### config.mk
export PLATFORM = sky130hd
export DESIGN_NAME = adpcm_nibble_packer
export DESIGN_NICKNAME = d
export VERILOG_FILES = /design/src/rtl/adpcm_nibble_packer.sv
export SDC_FILE = /design/constraint.sdc
export NUM_CORES = 1
export LEC_CHECK = 0
export ABC_AREA = 1
export BUFFER_PORTS_ARGS = -buffer_cell sky130_fd_sc_hd__buf_2
export CORE_AREA = 8 8 182 115
export CTS_BUF_LIST = sky130_fd_sc_hd__clkbuf_4 sky130_fd_sc_hd__clkbuf_8
export DETAILED_ROUTE_END_ITERATION = 8
export DIE_AREA = 0 0 190 123
export HOLD_SLACK_MARGIN = 0.1
export SYNTH_ARGS = -nofsm -noshare
export SYNTH_HDL_FRONTEND = slang
export SYNTH_SLANG_ARGS = --single-unit
### constraint.sdc
create_clock -name clk -period 2.7 [get_ports clk]
set_input_delay 0 -clock clk [delete_from_list [all_inputs] [get_ports clk]]
set_output_delay 0 -clock clk [all_outputs]
set_load 0.02 [all_outputs]
### src/rtl/adpcm_nibble_packer.sv
// ADPCM nibble packer: packs 4-bit IMA ADPCM codes into bytes (first code in
// the low nibble) and buffers them in a first-word-fall-through FIFO.
// Optional session header (8'hA5 then session count) under PACKER_HEADER_EN.
module adpcm_nibble_packer #(
  parameter int unsigned DEPTH      = 16,
  parameter logic [3:0]  PAD_NIBBLE = 4'h0,
  localparam int unsigned AW        = $clog2(DEPTH),
  localparam int unsigned LW        = $clog2(DEPTH) + 1
) (
  input  logic          clk,
  input  logic          rst_n,
  input  logic          block_enable,
  input  logic [3:0]    in_code,
  input  logic          in_valid,
  output logic [7:0]    out_data,
  output logic          out_valid,
  input  logic          out_ready,
  output logic [LW-1:0] fifo_level,
  output logic          overflow
);

  typedef enum logic {StEmpty, StHalf} pack_st_e;

  pack_st_e        pack_q, pack_d;
  logic [3:0]      lo_nib_q, lo_nib_d;
  logic            in_valid_q, en_q;
  logic [AW-1:0]   wr_ptr_q, wr_ptr_d, rd_ptr_q, rd_ptr_d;
  logic [LW-1:0]   level_q, level_d;
  logic            overflow_q, overflow_d;
  logic [7:0]      mem_q [DEPTH];

  logic            accept, sess_start, sess_end;
  logic            push, push_ok, pop, full;
  logic [7:0]      push_data;

`ifdef PACKER_HEADER_EN
  typedef enum logic [1:0] {HdrIdle, HdrMagic, HdrCount} hdr_st_e;
  hdr_st_e         hdr_q, hdr_d;
  logic [7:0]      sess_cnt_q, sess_cnt_d;
`endif

  // Edge-qualified capture, session edges and packer/header next state.
  always_comb begin
    accept     = in_valid & ~in_valid_q & block_enable;
    sess_start = block_enable & ~en_q;
    sess_end   = ~block_enable & en_q;
    pack_d     = pack_q;
    lo_nib_d   = lo_nib_q;
    push       = 1'b0;
    push_data  = 8'h00;

    if (sess_start) begin
      pack_d = StEmpty;
    end else if (sess_end) begin
      // Complete a dangling half byte with the pad code.
      if (pack_q == StHalf) begin
        push      = 1'b1;
        push_data = {PAD_NIBBLE, lo_nib_q};
        pack_d    = StEmpty;
      end
    end else if (accept) begin
      unique case (pack_q)
        StEmpty: begin
          lo_nib_d = in_code;
          pack_d   = StHalf;
        end
        StHalf: begin
          push      = 1'b1;
          push_data = {in_code, lo_nib_q};
          pack_d    = StEmpty;
        end
        default: pack_d = StEmpty;
      endcase
    end

`ifdef PACKER_HEADER_EN
    hdr_d      = hdr_q;
    sess_cnt_d = sess_cnt_q;
    // Header pushes land in start+1 and start+2; data cannot arrive before +3.
    unique case (hdr_q)
      HdrMagic: begin
        push      = 1'b1;
        push_data = 8'hA5;
        hdr_d     = HdrCount;
      end
      HdrCount: begin
        push       = 1'b1;
        push_data  = sess_cnt_q;
        sess_cnt_d = sess_cnt_q + 8'd1;
        hdr_d      = HdrIdle;
      end
      default: hdr_d = HdrIdle;
    endcase
    if (sess_start) hdr_d = HdrMagic;
`endif
  end

  // FIFO bookkeeping: a push into a full FIFO is only taken alongside a pop.
  always_comb begin
    pop        = out_valid & out_ready;
    full       = (level_q == LW'(DEPTH));
    push_ok    = push & (~full | pop);
    wr_ptr_d   = push_ok ? wr_ptr_q + AW'(1) : wr_ptr_q;
    rd_ptr_d   = pop ? rd_ptr_q + AW'(1) : rd_ptr_q;
    level_d    = level_q + LW'(push_ok) - LW'(pop);
    overflow_d = overflow_q;
    if (sess_start) overflow_d = 1'b0;
    if (push & full & ~pop) overflow_d = 1'b1;
  end

  // Control state registers.
  always_ff @(posedge clk or negedge rst_n) begin
    if (!rst_n) begin
      pack_q     <= StEmpty;
      lo_nib_q   <= 4'h0;
      in_valid_q <= 1'b0;
      en_q       <= 1'b0;
      wr_ptr_q   <= '0;
      rd_ptr_q   <= '0;
      level_q    <= '0;
      overflow_q <= 1'b0;
    end else begin
      pack_q     <= pack_d;
      lo_nib_q   <= lo_nib_d;
      in_valid_q <= in_valid;
      en_q       <= block_enable;
      wr_ptr_q   <= wr_ptr_d;
      rd_ptr_q   <= rd_ptr_d;
      level_q    <= level_d;
      overflow_q <= overflow_d;
    end
  end

`ifdef PACKER_HEADER_EN
  // Header sequencer and session counter.
  always_ff @(posedge clk or negedge rst_n) begin
    if (!rst_n) begin
      hdr_q      <= HdrIdle;
      sess_cnt_q <= 8'h00;
    end else begin
      hdr_q      <= hdr_d;
      sess_cnt_q <= sess_cnt_d;
    end
  end
`endif

  // Storage array; contents are only meaningful between rd and wr pointers.
  always_ff @(posedge clk) begin
    if (push_ok) mem_q[wr_ptr_q] <= push_data;
  end

  // FWFT outputs; data forced to zero while empty.
  always_comb begin
    out_valid  = (level_q != '0);
    out_data   = out_valid ? mem_q[rd_ptr_q] : 8'h00;
    fifo_level = level_q;
    overflow   = overflow_q;
  end

endmodule

======== Yosys cells after proc, flatten, opt, wreduce, memory -nomap -nowiden ========
Memories as Yosys holds them, arrays and structs flattened.
Cells that the tools add are included.
storage, ports and cells
  memory bits (read-only) ................. 0
  logic and storage cells ................. 53
  register bits after elaboration ......... 21
  memory bits (writable) .................. 128
  memories kept ........................... 1
  bits of input ports ..................... 9
  bits in latches ......................... 0
operators by class
  shift operators ......................... 0
  $mul .................................... 0
  equality and inequality tests ........... 1
  reductions and logical operators ........ 4
  bitwise logic cells ..................... 17
  $lt $le $gt $ge ......................... 0
  multiplexer cells ....................... 18
  divide/modulo/power cells ............... 0
  $add $sub $neg .......................... 4
memory list
  memory  words  bits a word  rd ports  clocked after Yosys merged registers in  write ports  RTL line  source
  mem_q   16     8            1         0                                        1            30        logic [7:0] mem_q [DEPTH];
operators with widths
  kind                   count
  $mux W8                5
  $mux W1                11
  $add A4 B1 Y4 const B  2
  $and A1 B1 Y1          8
  $not A1 Y1             8
  $add A5 B1 Y5          1
  $eq A5 B5 Y1 const B   1
  $reduce_bool A5 Y1     1
  $sub A5 B1 Y5          1
  $mux W4                1
  $reduce_and A4 Y1      1
  $reduce_bool A3 Y1     1
  $pmux W1 S2            1
  $reduce_bool A2 Y1     1
  $or A1 B1 Y1           1

======== Depth between registers and ports, before layout ========
Gate-level depths: netlist of the first run.
  word-level depth ........................ 9
  depth in mapped cells ................... 15

======== Worst setup path after synthesis of the first run ========
No wires, ideal clock.
  path kind ............................... reg-to-reg
  from .................................... reg level_q[2] (netlist: fifo_level[2])
  to ...................................... reg level_q[4] (netlist: fifo_level[4])
  path buffers ............................ 0
  cell stages (with the launch flop) ...... 15
  arrival ................................. 2.495 ns
  setup slack ............................. 0.126 ns
  period minus slack after synthesis ...... 2.574 ns
  library setup time ...................... 0.079 ns
  cells stage by stage .................... dfrtp_1 -> inv_1 -> ha_1 -> nand2_1 -> nor2_1 -> nand2_1 -> nand2_1 -> inv_1 -> ha_1 -> inv_1 -> ha_1 -> inv_1 -> fa_1 -> o21ai_0 -> xor2_1
on the way
  word-level cells in the longest chain between the ends .. 6
  elaborated cells between the ends (all ways) .. 8
  those cells by class .................... add/sub: 2; eq/ne: 1; bitwise: 4; reduce/logical: 1
RTL lines
  what                    RTL line  source
  from (decl)             28        logic [LW-1:0] level_q, level_d;
  from (signal assigned)  129       level_q <= level_d;
  $reduce_bool A5 Y1 *    154       out_valid = (level_q != '0);
  net out_valid           16        output logic out_valid,
  $and A1 B1 Y1 *         100       pop = out_valid & out_ready;
  net pop                 33        logic push, push_ok, pop, full;
  $or A1 B1 Y1            102       push_ok = push & (~full | pop);
  $and A1 B1 Y1           102
  $add A5 B1 Y5           105       level_d = level_q + LW'(push_ok) - LW'(pop);
  $sub A5 B1 Y5 *         105
  net level_d[4]          28
The timed path passes the listed nets; every way through them passes the cells marked *.
A chain may end at the register's enable or synchronous reset.

======== Final worst setup path of the first run ========
  from .................................... reg rd_ptr_q[0]
  to ...................................... out out_data[5]
on the way
  word-level cells in the longest chain between the ends .. 2
RTL lines
  what                    RTL line  source
  from (decl)             27        logic [AW-1:0] wr_ptr_q, wr_ptr_d, rd_ptr_q, rd_ptr_d;
  from (signal assigned)  128       rd_ptr_q <= rd_ptr_d;
  $mem_v2 Z16 W8          -
  $mux W8                 155       out_data = out_valid ? mem_q[rd_ptr_q] : 8'h00;
  to (decl)               15        output logic [7:0] out_data,
No other way between the ends.

==> results of run 1 <==
[what timing repair did]
| item | in CTS | in global routing |
|---|---|---|
| setup endpoints to repair | 0 | 1 |
| hold buffers | 9 | 0 |
| setup buffers | 0 | 0 |
| hold endpoints to repair | 37 | 0 |
| gates resized for setup | 0 | 2 |
[power breakdown]
group	internal (mW)	switching [mW]	leakage [nW]
combinational	0.829	1.85	1.34
sequential	2.61	0.127	1.44
clock	0.824	0.856	0.189
total	4.26	2.83	2.97
[how the worst min path moves through the flow]
| stage | to | cells after the start |
|---|---|---|
| after floorplan | en_q | 0 |
| after global placement | in_valid_q | 1 |
| after detailed placement | in_valid_q | 1 |
| after CTS | in_valid_q | 2 |
| after global routing | in_valid_q | 2 |
| final | in_valid_q | 2 |
[layer usage]
metal | wire length (um) | up-vias | global-route usage
li1 | - | 2049 | -
met2 | 6082 | 161 | 0.1798
met1 | 7514 | 2091 | 0.2006
met3 | 1103 | 11 | 0.03042
met5 | 0 | - | 0
met4 | 136 | 0 | 0.03259
[final cells by class]
cell class                      count  area (um^2)
Inverter                           36        135.1
Clock inverter                     15        152.6
Sequential cell                   149         4370
Fill cell                        1731        11000
Multi-Input combinational cell    363         1773
Timing Repair Buffer               60        427.9
Clock buffer                       17        234.0
Tap cell                          246        307.8
[flip-flops by register name, summed over array words and instances, names as in the netlist]
| register | flops |
|---|---|
| en_q | 1 |
| wr_ptr_q | 4 |
| mem_q | 128 |
| lo_nib_q | 4 |
| pack_q | 1 |
| rd_ptr_q | 4 |
| overflow | 1 |
| fifo_level | 5 |
| in_valid_q | 1 |
[placed cells by master, fill, tap and decap left out]
| cell | count |
|---|---|
| bufinv_16 | 2 |
| o21ai_0 | 7 |
| clkinvlp_4 | 2 |
| inv_1 | 32 |
| nor2_1 | 23 |
| buf_2 | 23 |
| buf_12 | 1 |
| dlygate4sd3_1 | 9 |
| nor2_2 | 1 |
| clkinv_1 | 5 |
| nand2_2 | 1 |
| nand3_4 | 1 |
| inv_2 | 2 |
| xnor2_1 | 2 |
| nand2_1 | 183 |
| nor3_1 | 5 |
| xor2_2 | 1 |
| edfxtp_1 | 128 |
| dfrtp_2 | 1 |
| ha_1 | 13 |
| o21ai_1 | 2 |
| clkbuf_8 | 17 |
| nand2_4 | 3 |
| nor4_2 | 1 |
| fa_1 | 1 |
| clkinv_2 | 1 |
| o21ai_2 | 1 |
| xor2_1 | 6 |
| inv_6 | 3 |
| nand3b_4 | 1 |
| a21oi_1 | 10 |
| buf_4 | 27 |
| dfrtp_1 | 20 |
| clkinv_4 | 4 |
| nand3_1 | 101 |
[critical path, stage by stage, from the launching register on]
cell	delay, ns
dfrtp_2	0.38
buf_4	0.57
nand2_1	0.10
nand3_1	0.11
nand3_1	0.20
nand2_1	0.12
nand2_1	0.05
a21oi_1	0.26
buf_2	0.23
[cell families after synthesis]
family / after synthesis / share of synthesized area
buffers and inverters: 62 / 0.05033
and+or+nand+nor: 320 / 0.2166
adders and majority gates: 14 / 0.02826
DFF: 149 / 0.6760
xor gates and xnor gates: 9 / 0.01336
AOI/OAI and AO/OA: 20 / 0.01549
[per-stage QoR]
step	power, mW	hold WS (ns)
4_1_cts	7.107	0.2420
3_3_place_gp	5.382	-0.01155
6_report	7.098	0.2709
5_1_grt	7.562	0.2409
2_1_floorplan	4.756	-0.2956
3_5_place_dp	5.434	-0.006750
==> results.toml, run 1 <==
[run_status]
outcome = "finished clean"

[grt]
grt_util_all_layers = 0.1303
antenna_found_initial = 0
grt_pass1_wl_mm = 23.10
grt_pass1_vias = 4012
overflow = 0
grt_max_degree = 67

[drt]
drtPass1Iterations = 5
ant_nets = 0
drc_errors = 0
drt_iter0_markers = 428
wl_mm = 14.84
avgViaCountPerCell = 4.867
vias = 4312
wl_per_cell_um = 16.75

[die]
start_util = 0.3514
fp.dieW_um = 190
pin_count = 24
die-area_um2 = 23370
num_rows = 39
core_um2 = 18400
die_y_um = 123

[cts]
cts_tree = "done"
clockBufferDepth = 2
cts-root-buf = "clkbuf_8"
clock_sinks = 149
h-tree-depth = 4
cts-buffers-inserted = 17
clkTransAtPathRegs_ns = 0.08
clock_latency_ns = 0.43

[place]
dp_cells = 845
dp_slack_ns = 0.1751
port_buffers = 23
dp_hpwl_mm = 9.521
detailed_place.area_um2 = 6920
place_congestion = 0.8346

[sta]
worstMarginPinSlew_ns = 1.152
finalCritPeriodShare = 0.9234
finalHoldViolCount = 0
rsz0062_at_grt = "false"
worst_slack_ns = 0.2067
setup_viol = 0
finalSetupTns_ns = 0
slew_viol_final = 0
slew-limit-headroom = 0.2295
max_clock_freq_mhz = 401.1
skew_ns = 0.01197
min_period_ns = 2.493

[critical_path]
cp-end-kind = "output pin"
r2r_start = "fifo_level[3]"
r2r_end = "fifo_level[4]"
rrSetupSlack_ns = 0.22
startpoint = "rd_ptr_q[0]"
critPathCapture = "out_data[5]"
crit_type = "reg2out"
arrival_ns = 2.49
required_ns = 2.70
critPathMaxFanout = 66
cp-start-kind = "flop"
ff2ff_path_depth = 14

[logic_synthesis]
synth-seq-cells = 149
synth_cell_types = 27
synth-async-reset-ratio = 0.1409
yosys.area.top_type = "edfxtp_1"
avgSynthCellArea_um2 = 11.26
synthCells = 574
synth_flop_cell = "edfxtp_1"
syn_nets = 597
ys_warn_count = 0
ys_seq_area_frac = 0.6760
synth.most_common_cell = "nand2_1"
yosysTopAreaCellShare = 0.5947
synth-edff-count = 128
synth_area_um2 = 6464
synthTopCellsByArea = "edfxtp_1 (59%), nand2_1 (11%), dfrtp_1 (8.1%)"
synth.top_cells.by_count = "nand2_1 (183), edfxtp_1 (128), nand3_1 (101)"

[finish]
final_core_util = 0.4023
final_area_um2 = 7401
fin_cells = 886
drive_gt1_frac = 0.1453
diodes = 0
nets = 650
areaGrowthSynthToFinish_pct = 14.50

[power]
power_per_cell_area_nw_per_um2 = 959.0
p_leak_nw = 2.969
peakVddDrop_mv = 0.3919

[min_path]
hold_path.startpoint = "in_valid"
hp-class = "in2reg"

[job]
max_cap_violations = 0
Power figures use the tool's default switching activity.
==> run 2: changes to the inputs <==
--- a/config.mk
+++ b/config.mk
@@ -15,3 +15,4 @@
 export SYNTH_ARGS = -nofsm -noshare
 export SYNTH_HDL_FRONTEND = slang
 export SYNTH_SLANG_ARGS = --single-unit
+export TNS_END_PERCENT = 10
==> constraint.sdc (replaced) <==
create_clock -name clk -period 2.7 [get_ports clk]
set_input_delay 0.54 -clock clk [delete_from_list [all_inputs] [get_ports clk]]
set_output_delay 0.54 -clock clk [all_outputs]
set_load 0.02 [all_outputs]
==> run 2 against run 1 <==
First-iteration DRC count shrank 1.2%. Die area is the same. Design area is 1.2% higher. Power up 4.2%. Register-to-register slack about the same. Wire length up 1.9%. Global-route usage shrank 0.12 points. Clock skew is 0.0035 ns higher. Cell count fell by 0.11%. Clock power rose by 5%. Sequential power increased by 1%. Worst hold slack got worse by 0.042 ns.
==> results.toml, run 2 (synthesized netlist as in run 1, its figures left out) <==
[sta]
finalHoldViolCount = 0
finalCritPeriodShare = 0.9773
max_clock_freq_mhz = 379.0
finalSetupTns_ns = 0
setup_viol = 0
min_period_ns = 2.639
rsz0062_at_grt = "true"
slew-limit-headroom = 0.1917
slew_viol_final = 0
worstMarginPinSlew_ns = 1.208
hold_slack_ns = 0.2290
skew_ns = 0.01546

[finish]
nets = 649
final_common_cell = "nand2_1"
final_core_util = 0.4071
largest_reg_flops = 128
fillers = 1721
drive_gt1_frac = 0.1721
multiInputGateArea_um2 = 1795
fin_cells = 885
seq_area_um2 = 4372
layout_common_cells = "nand2_1 (183), edfxtp_1 (128), nand3_1 (98)"
regMostFlops = "mem_q"
diodes = 0
areaGrowthSynthToFinish_pct = 15.85

[cts]
cts-buffers-inserted = 17
clockBufferDepth = 2
clkTransAtPathRegs_ns = 0.09
cts-root-buf = "clkbuf_8"
clock_latency_ns = 0.46
h-tree-depth = 4
clock_sinks = 149
cts_tree = "done"

[critical_path]
cp-start-kind = "flop"
ff2ff_path_depth = 13
cp-end-kind = "output pin"
slowest_delay_ns = 0.49
arrival_ns = 2.10
critPathMaxFanout = 27
cp_common_cell = "nand2_1"
rrSetupSlack_ns = 0.23
cp_slowest_cell = "dfrtp_2"
crit_type = "reg2out"
worstPathCellList = "buf_4, nand3_1, nand3_2, nand2_1, nand2_1, a21oi_1, buf_2"
required_ns = 2.16

[grt]
grt_util_all_layers = 0.1290
overflow = 0
grt_pass1_vias = 4068
grt_max_degree = 67
grt_pass1_wl_mm = 22.70
antenna_found_initial = 1

[die]
die_y_um = 123
die-area_um2 = 23370
num_rows = 39
core_um2 = 18400
pin_count = 24
start_util = 0.3514
fp.dieW_um = 190

[drt]
wl_mm = 15.12
ant_nets = 0
drt_iter0_markers = 423
vias = 4364
drc_errors = 0
drtPass1Iterations = 5
avgViaCountPerCell = 4.931
wl_per_cell_um = 17.08

[run_status]
outcome = "finished clean"

[power]
p_leak_nw = 3.004
power_mw = 7.399
power_per_cell_area_nw_per_um2 = 988.0
peakVddDrop_mv = 0.3428

[place]
port_buffers = 23
dp_cells = 850
place_congestion = 0.8353
dp_hpwl_mm = 9.777

[min_path]
hp-class = "in2reg"
holdPathStages = 1

[job]
max_cap_violations = 0
-- run 2: routing by layer --
| metal | vias up | share of wire | global-route usage |
|---|---|---|---|
| met5 | - | 0 | 0 |
| li1 | 2053 | - | - |
| met1 | 2102 | 0.47 | 0.1874 |
| met3 | 14 | 0.095 | 0.03690 |
| met4 | 0 | 0.010 | 0.04037 |
| met2 | 195 | 0.42 | 0.1831 |
-- run 2: what timing repair did --
| action | 4_1_cts | 5_1_grt |
|---|---|---|
| pin swaps | 0 | 1 |
| buffers inserted | 0 | 0 |
| endpoints found under the setup margin | 8 | 8 |
| gates resized for setup | 3 | 14 |
| cloned | 0 | 2 |
| hold buffers | 1 | 0 |
| endpoints found under the hold margin | 21 | 0 |
-- run 2: area by class of cell --
class	instances	area share
clock inverters	15	0.02289
inverters	36	0.01905
clock buffers	17	0.03124
repair buffers	59	0.06216
well taps	246	0.04110
multi-input cells	363	0.2398
flip-flops and latches	149	0.5838
-- run 2: report_power, final --
group	switching [mW]	internal [mW]
clock	0.917	0.845
combinational	1.85	1.00
sequential	0.167	2.61
total	2.94	4.46
-- run 2: worst max-delay path, delay by kind of cell (launching register included) --
kind,cells,cell delay [ns]
flip-flops,1,0.49
buffers and inverters,2,0.48
AND/OR/NAND/NOR,4,0.47
AO/OA/AOI/OAI,1,0.18
-- run 2: final timing paths --
kind	start	to
min in group asynchronous	rst_n	in_valid_q
setup / recovery	rd_ptr_q[1]	out_data[5]
setup reg to reg	fifo_level[2]	fifo_level[4]
hold reg to reg	lo_nib_q[1]	lo_nib_q[1]
max in group asynchronous	rst_n	rd_ptr_q[0]
hold / removal	in_valid	in_valid_q
-- run 2: through the flow --
stage | worst slack, ns | cell area [um^2]
floorplan | 0.1006 | 6464
global placement | 0.08687 | 6970
detailed placement | 0.03777 | 6970
CTS | 0.01782 | 7393
global route | -0.04494 | 7488
finish | 0.06142 | 7488
